==> config.mk <==
export PLATFORM = sky130hd
export DESIGN_NAME = fir_uart_seq
export DESIGN_NICKNAME = d
export VERILOG_FILES = /design/src/rtl/fir_uart_pkg.sv /design/src/rtl/fir_uart_seq_tx_byte_seq.sv /design/src/rtl/fir_uart_seq.sv
export SDC_FILE = /design/constraint.sdc
export NUM_CORES = 1
export LEC_CHECK = 0
export ABC_AREA = 1
export BUFFER_PORTS_ARGS = -buffer_cell sky130_fd_sc_hd__buf_4
export CORE_MARGIN = 4
export CORE_UTILIZATION = 25
export CTS_CLUSTER_DIAMETER = 60
export DETAILED_ROUTE_END_ITERATION = 8
export SETUP_SLACK_MARGIN = 0.1
export SLEW_MARGIN = 20
export SYNTH_ARGS = -nofsm -noshare
export SYNTH_HDL_FRONTEND = slang
export SYNTH_SLANG_ARGS = --single-unit
==> constraint.sdc <==
create_clock -name clk -period 1.9 [get_ports clk]
set_input_delay 0.38 -clock clk [delete_from_list [all_inputs] [get_ports clk]]
set_output_delay 0.38 -clock clk [all_outputs]
set_load 0.005 [all_outputs]
==> src/rtl/fir_uart_pkg.sv <==
// Shared types for the UART -> FIR -> UART sequencer: state encoding and byte sizes.
package fir_uart_pkg;

  localparam int BYTE_W       = 8;
  localparam int SAMPLE_BYTES = 2;

  typedef enum logic [2:0] {
    S_IDLE     = 3'd0,
    S_WAIT_LSB = 3'd1,
    S_FIR_STRT = 3'd2,
    S_FIR_WAIT = 3'd3,
    S_TX_SEND  = 3'd4,
    S_TX_GUARD = 3'd5,
    S_TX_DRAIN = 3'd6
  } state_t;

endpackage

==> src/rtl/fir_uart_seq_tx_byte_seq.sv <==
// Serialises an OW-bit FIR result MSB-first through the UART transmitter using the
// TxD_busy handshake; loaded by a one-cycle pulse, reports completion with a done pulse.
module tx_byte_seq
  import fir_uart_pkg::*;
#(
  parameter int OW = 16
) (
  input  logic          clk,
  input  logic          rst,
  input  logic          load,
  input  logic [OW-1:0] result,
  input  logic          txd_busy,
  output logic          txd_start,
  output logic [7:0]    txd_data,
  output logic          done
);

  localparam int NB = OW / BYTE_W;
  localparam int CW = (NB > 1) ? $clog2(NB) : 1;

  state_t        state_q, state_d;
  logic [OW-1:0] shift_q, shift_d;
  logic [CW-1:0] count_q, count_d;
  logic          txd_start_q, txd_start_d;
  logic [7:0]    txd_data_q, txd_data_d;

  always_ff @(posedge clk) begin
    if (rst) begin
      state_q     <= S_IDLE;
      shift_q     <= '0;
      count_q     <= '0;
      txd_start_q <= 1'b0;
      txd_data_q  <= '0;
    end else begin
      state_q     <= state_d;
      shift_q     <= shift_d;
      count_q     <= count_d;
      txd_start_q <= txd_start_d;
      txd_data_q  <= txd_data_d;
    end
  end

  // The guard cycle hides the transmitter's one-cycle delay in raising busy after a start.
  always_comb begin
    state_d     = state_q;
    shift_d     = shift_q;
    count_d     = count_q;
    txd_start_d = 1'b0;
    txd_data_d  = txd_data_q;
    done        = 1'b0;
    case (state_q)
      S_TX_SEND: begin
        if (!txd_busy) begin
          txd_data_d  = shift_q[OW-1 -: BYTE_W];
          txd_start_d = 1'b1;
          state_d     = S_TX_GUARD;
        end
      end
      S_TX_GUARD: state_d = S_TX_DRAIN;
      S_TX_DRAIN: begin
        if (!txd_busy) begin
          if (count_q == '0) begin
            done    = 1'b1;
            state_d = S_IDLE;
          end else begin
            shift_d = shift_q << BYTE_W;
            count_d = count_q - CW'(1);
            state_d = S_TX_SEND;
          end
        end
      end
      default: begin
        if (load) begin
          shift_d = result;
          count_d = CW'(NB - 1);
          state_d = S_TX_SEND;
        end
      end
    endcase
  end

  assign txd_start = txd_start_q;
  assign txd_data  = txd_data_q;

endmodule

==> src/rtl/fir_uart_seq.sv <==
// Top sequencer: builds 16-bit samples from two UART bytes, kicks the FIR, then streams
// the result back out. Optional macro RX_TIMEOUT_EN adds an inter-byte timeout.
module fir_uart_seq
  import fir_uart_pkg::*;
#(
  parameter int DW             = 16,
  parameter int OW             = 16,
  parameter int TIMEOUT_CYCLES = 50000
) (
  input  logic          clk,
  input  logic          rst,
  input  logic          RxD_ready,
  input  logic [7:0]    RxD_data,
  input  logic          TxD_busy,
  output logic          TxD_start,
  output logic [7:0]    TxD_data,
  output logic [DW-1:0] FIR_in,
  output logic          FIR_strt,
  input  logic          FIR_valid,
  input  logic [OW-1:0] FIR_out,
  output logic          seq_busy,
  output logic          overrun,
  output logic          rx_timeout
);

  state_t        state_q, state_d;
  logic [DW-1:0] fir_in_q, fir_in_d;
  logic          fir_strt_q, fir_strt_d;
  logic          seq_busy_q, seq_busy_d;
  logic          overrun_q, overrun_d;
  logic          tx_load;
  logic          tx_done;

`ifdef RX_TIMEOUT_EN
  localparam int TW = $clog2(TIMEOUT_CYCLES + 1);
  logic [TW-1:0] tmo_cnt_q, tmo_cnt_d;
  logic          rx_timeout_q, rx_timeout_d;
`endif

  always_ff @(posedge clk) begin
    if (rst) begin
      state_q    <= S_IDLE;
      fir_in_q   <= '0;
      fir_strt_q <= 1'b0;
      seq_busy_q <= 1'b0;
      overrun_q  <= 1'b0;
`ifdef RX_TIMEOUT_EN
      tmo_cnt_q    <= '0;
      rx_timeout_q <= 1'b0;
`endif
    end else begin
      state_q    <= state_d;
      fir_in_q   <= fir_in_d;
      fir_strt_q <= fir_strt_d;
      seq_busy_q <= seq_busy_d;
      overrun_q  <= overrun_d;
`ifdef RX_TIMEOUT_EN
      tmo_cnt_q    <= tmo_cnt_d;
      rx_timeout_q <= rx_timeout_d;
`endif
    end
  end

  // S_TX_SEND stands for the whole transmit phase here; the sub-sequencer owns its steps.
  always_comb begin
    state_d    = state_q;
    fir_in_d   = fir_in_q;
    fir_strt_d = 1'b0;
    tx_load    = 1'b0;
`ifdef RX_TIMEOUT_EN
    tmo_cnt_d    = tmo_cnt_q;
    rx_timeout_d = 1'b0;
`endif
    case (state_q)
      S_IDLE: begin
        if (RxD_ready) begin
          fir_in_d[DW-1 -: BYTE_W] = RxD_data;
          state_d                  = S_WAIT_LSB;
`ifdef RX_TIMEOUT_EN
          tmo_cnt_d = '0;
`endif
        end
      end
      S_WAIT_LSB: begin
        if (RxD_ready) begin
          fir_in_d[BYTE_W-1:0] = RxD_data;
          fir_strt_d           = 1'b1;
          state_d              = S_FIR_STRT;
        end
`ifdef RX_TIMEOUT_EN
        else if (tmo_cnt_q == TW'(TIMEOUT_CYCLES - 1)) begin
          rx_timeout_d = 1'b1;
          state_d      = S_IDLE;
        end else begin
          tmo_cnt_d = tmo_cnt_q + TW'(1);
        end
`endif
      end
      S_FIR_STRT: state_d = S_FIR_WAIT;
      S_FIR_WAIT: begin
        if (FIR_valid) begin
          tx_load = 1'b1;
          state_d = S_TX_SEND;
        end
      end
      S_TX_SEND: begin
        if (tx_done) state_d = S_IDLE;
      end
      default: state_d = S_IDLE;
    endcase
    seq_busy_d = (state_d != S_IDLE);
    overrun_d  = overrun_q |
                 (RxD_ready && (state_q != S_IDLE) && (state_q != S_WAIT_LSB));
  end

  tx_byte_seq #(.OW(OW)) u_tx (
    .clk       (clk),
    .rst       (rst),
    .load      (tx_load),
    .result    (FIR_out),
    .txd_busy  (TxD_busy),
    .txd_start (TxD_start),
    .txd_data  (TxD_data),
    .done      (tx_done)
  );

  assign FIR_in   = fir_in_q;
  assign FIR_strt = fir_strt_q;
  assign seq_busy = seq_busy_q;
  assign overrun  = overrun_q;
`ifdef RX_TIMEOUT_EN
  assign rx_timeout = rx_timeout_q;
`else
  assign rx_timeout = 1'b0;
`endif

endmodule

==> summary.md <==
| Metric | Value |
|---|---|
| Nets | ~380 |
| Worst VDD drop | roughly 330 uV |
| Critical path class | flop to flop |
| Post-synthesis cell type count | 19 |
| CP endpoint kind | flop |
| Die span in x | between 90 and 100 um |
| Worst-Skew Late Latency | approximately 0.30 ns |
| Synth area leaders | dfxtp_1 48%, nand2_1 14%, nor2_1 8.7% |
| Via count | approximately 2000 |
| I/O Buffers | 56 |
| Area after DPL | about 2600 um2 |
| Antenna violations before repair | 0 |
| Cells after synthesis | about 300 |
| Post-synth net total | 330 |
| Largest area contributor in the netlist | dfxtp_1 |
| Core area | ~8200 um2 |
| Req. time, crit path | between 2 and 2.5 ns |
| Share of layout cells above drive strength 1 | 0.211 |
| Unrepaired setup endpoints after global routing | no |
| Max Cap Viol | 0 |
| Total wire length | around 5000 um |
| Reg clk slew, reported paths | roughly 0.09 ns |
| WHS Endpoint | FIR_in[8] |
| R2R setup slack | around 0.43 ns |
| Setup TNS | 0 ns |
| Ys Warns | 0 |
| Post-cts sizing count | 0 |
| Hold_ws | approximately 0.34 ns |
| Cell Rows | 33 |
| Largest net degree at the start of global routing | 27 |
| Fin. Hold Viols | 0 |
| Worst-path fanout max | 26 |
| Clock sink count | 51 |
| FF+latch count, synth | 51 |
| Netlist Area Pre-Place | around 2100 um2 |
| Post-route ant nets | 0 |
| Area share of the largest cell type after synthesis | 0.484 |
| Die height | ~100 um |
| Pwr/cell area | approximately 860 nW/um2 |
| Reg-to-Reg End | u_tx.shift_q[5] |
| Residual DRC count | 0 |
| Sequential element share of the synthesized area | 0.484 |
| Vias in the first global route | between 1500 and 2000 |
| Die area | ~10000 um2 |
| CTS tree | built |
| GRT Resource Usage Total | 0.105 |
| DRT iter0 DRCs | 57 |
| Hold Crit Class | input pin to flop |
| Num CTS Buffers | 5 |
| Crit path launch type | flop |
| Leakage Power | 0.00131 uW |
| GPL Wtd Cong | 0.732 |
| CTS Hold Buffers Added | 0 |
| CP arrival | approximately 1.7 ns |
| DR pass1 iterations | 4 |
| Grt total ovfl | 0 |
| RR Startpoint | u_tx.state_q[0] |
| Skew final | a little under 0.004 ns |
| Design Area, Final | 2740 um2 |
| Layout area overhead | 29.9% |
| Status | finished, final reports clean |
| Htree depth | 2 |
| Period minus WS final | 1.47 ns |
| Clock Root Buffer | clkbuf_8 |
| Worst Hold Launch | RxD_data[0] |
| IO Pins | between 50 and 60 |
| Fmax | just under 0.7 GHz |
| R2r worst-path depth | 8 |
| Hold Path Stages | 3 |
| Post-CTS Setup Bufs | 0 |
| First-pass GRT wire length | roughly 8600 um |
| Initial Utilization | 0.257 |
| Syn avg cell area | between 7 and 8 um2 |
| Routed len/inst | 10.8 um |
| Vias/cell | 4.26 |
| Hpwl dp | 3810 um |
| Part of the cycle the worst path needs | 0.773 |
| CTS Buffer Depth | 2 |
| Diodes inserted | 0 |
| # setup viols final | 0 |
| Final slew viol count | 0 |
[cells by family (layout without fill, tap and decap cells)]
family | Yosys count | count (layout) | share of synthesized area
simple gates | 155 | 155 | 0.305
compound gates | 50 | 50 | 0.119
other cells | 1 | 1 | 0.00178
flops | 51 | 51 | 0.484
buf+inv | 44 | 98 | 0.0913
[per-layer routing]
| layer | wire length, um | vias up | track usage |
|---|---|---|---|
| met4 | 53 | 0 | 0.0294 |
| met2 | 2290 | 60 | 0.185 |
| met1 | 2200 | 849 | 0.122 |
| li1 | - | 1043 | - |
| met5 | 0 | - | 0 |
| met3 | 411 | 6 | 0.0347 |
[cells in the final DEF, fill, tap and decap left out]
master / netlist / final
a21oi_1: 21 / 21
buf_4: 2 / 59
bufinv_16: 0 / 2
clkbuf_1: 6 / 1
clkbuf_8: 0 / 5
clkinv_2: 1 / 1
conb_1: 1 / 1
dfxtp_1: 51 / 51
inv_1: 27 / 27
inv_2: 3 / 3
nand2_1: 78 / 78
nand3_1: 23 / 23
nand3_2: 1 / 1
nand3_4: 1 / 1
nor2_1: 49 / 49
nor2_2: 2 / 2
nor2_4: 1 / 1
o21ai_0: 27 / 27
o21ai_1: 2 / 2
[cells in the mapped netlist, drive strengths merged]
| master | n |
|---|---|
| clkbuf | 6 |
| nand3 | 25 |
| a21oi | 21 |
| clkinv | 1 |
| conb | 1 |
| dfxtp | 51 |
| buf | 7 |
| nor2 | 52 |
| o21ai | 29 |
| nand2 | 78 |
| inv | 30 |
[area by class of cell]
| class | count | area (um2) |
|---|---|---|
| multi-input cells | 206 | 897 |
| fillers | 869 | 5470 |
| inverters | 31 | 118 |
| well taps | 105 | 131 |
| clock buffers | 6 | 72.6 |
| clock inverters | 2 | 60.1 |
| flip-flops and latches | 51 | 1020 |
| repair buffers | 59 | 443 |
[sequential cells by signal, indices dropped and copies added, names as in the netlist, 3 cells and up]
signal / flops
state_q: 3
u_tx.txd_data: 8
u_tx.state_q: 3
FIR_in: 16
u_tx.shift_q: 16
[where the power goes]
group | total [uW] | internal (uW) | switching (uW) | leakage (uW)
registers | 1170 | 1130 | 36.7 | 0.000415
logic | 336 | 156 | 180 | 0.000834
clock network | 867 | 526 | 341 | 0.0000654
total | 2370 | 1810 | 558 | 0.00131
[through the flow]
stage / utilization / total power [uW] / cells / setup slack [ns]
2_1_floorplan: - / 1370 / 301 / 0.697
3_3_place_gp: 0.318 / 1530 / 452 / 0.444
3_5_place_dp: 0.318 / 1540 / 452 / 0.407
4_1_cts: 0.334 / 2410 / 460 / 0.434
5_1_grt: 0.334 / 2500 / 460 / 0.266
6_report: 0.334 / 2370 / 460 / 0.432
[worst max-delay path: stages (launching register included)]
cell	delay, ns
dfxtp_1	0.41
inv_1	0.09
nand3_2	0.08
buf_4	0.24
nand2_1	0.08
nand2_1	0.21
nand3_1	0.12
nand2_1	0.08
nor2_1	0.04
[how the worst max path moves through the flow]
| stage | startpoint | endpoint | slack, ns | cells past startpoint |
|---|---|---|---|---|
| after CTS | u_tx.state_q[0] | u_tx.shift_q[1] | 0.43 | 8 |
| final | u_tx.state_q[0] | u_tx.shift_q[5] | 0.43 | 8 |
| after global routing | u_tx.state_q[0] | u_tx.shift_q[1] | 0.27 | 8 |
| after global placement | TxD_busy | u_tx.shift_q[9] | 0.44 | 7 |
| after floorplan | u_tx.state_q[2] | u_tx.shift_q[3] | 0.70 | 8 |
| after detailed placement | TxD_busy | u_tx.shift_q[9] | 0.41 | 7 |
No activity file was read; power rests on OpenSTA's default activity.
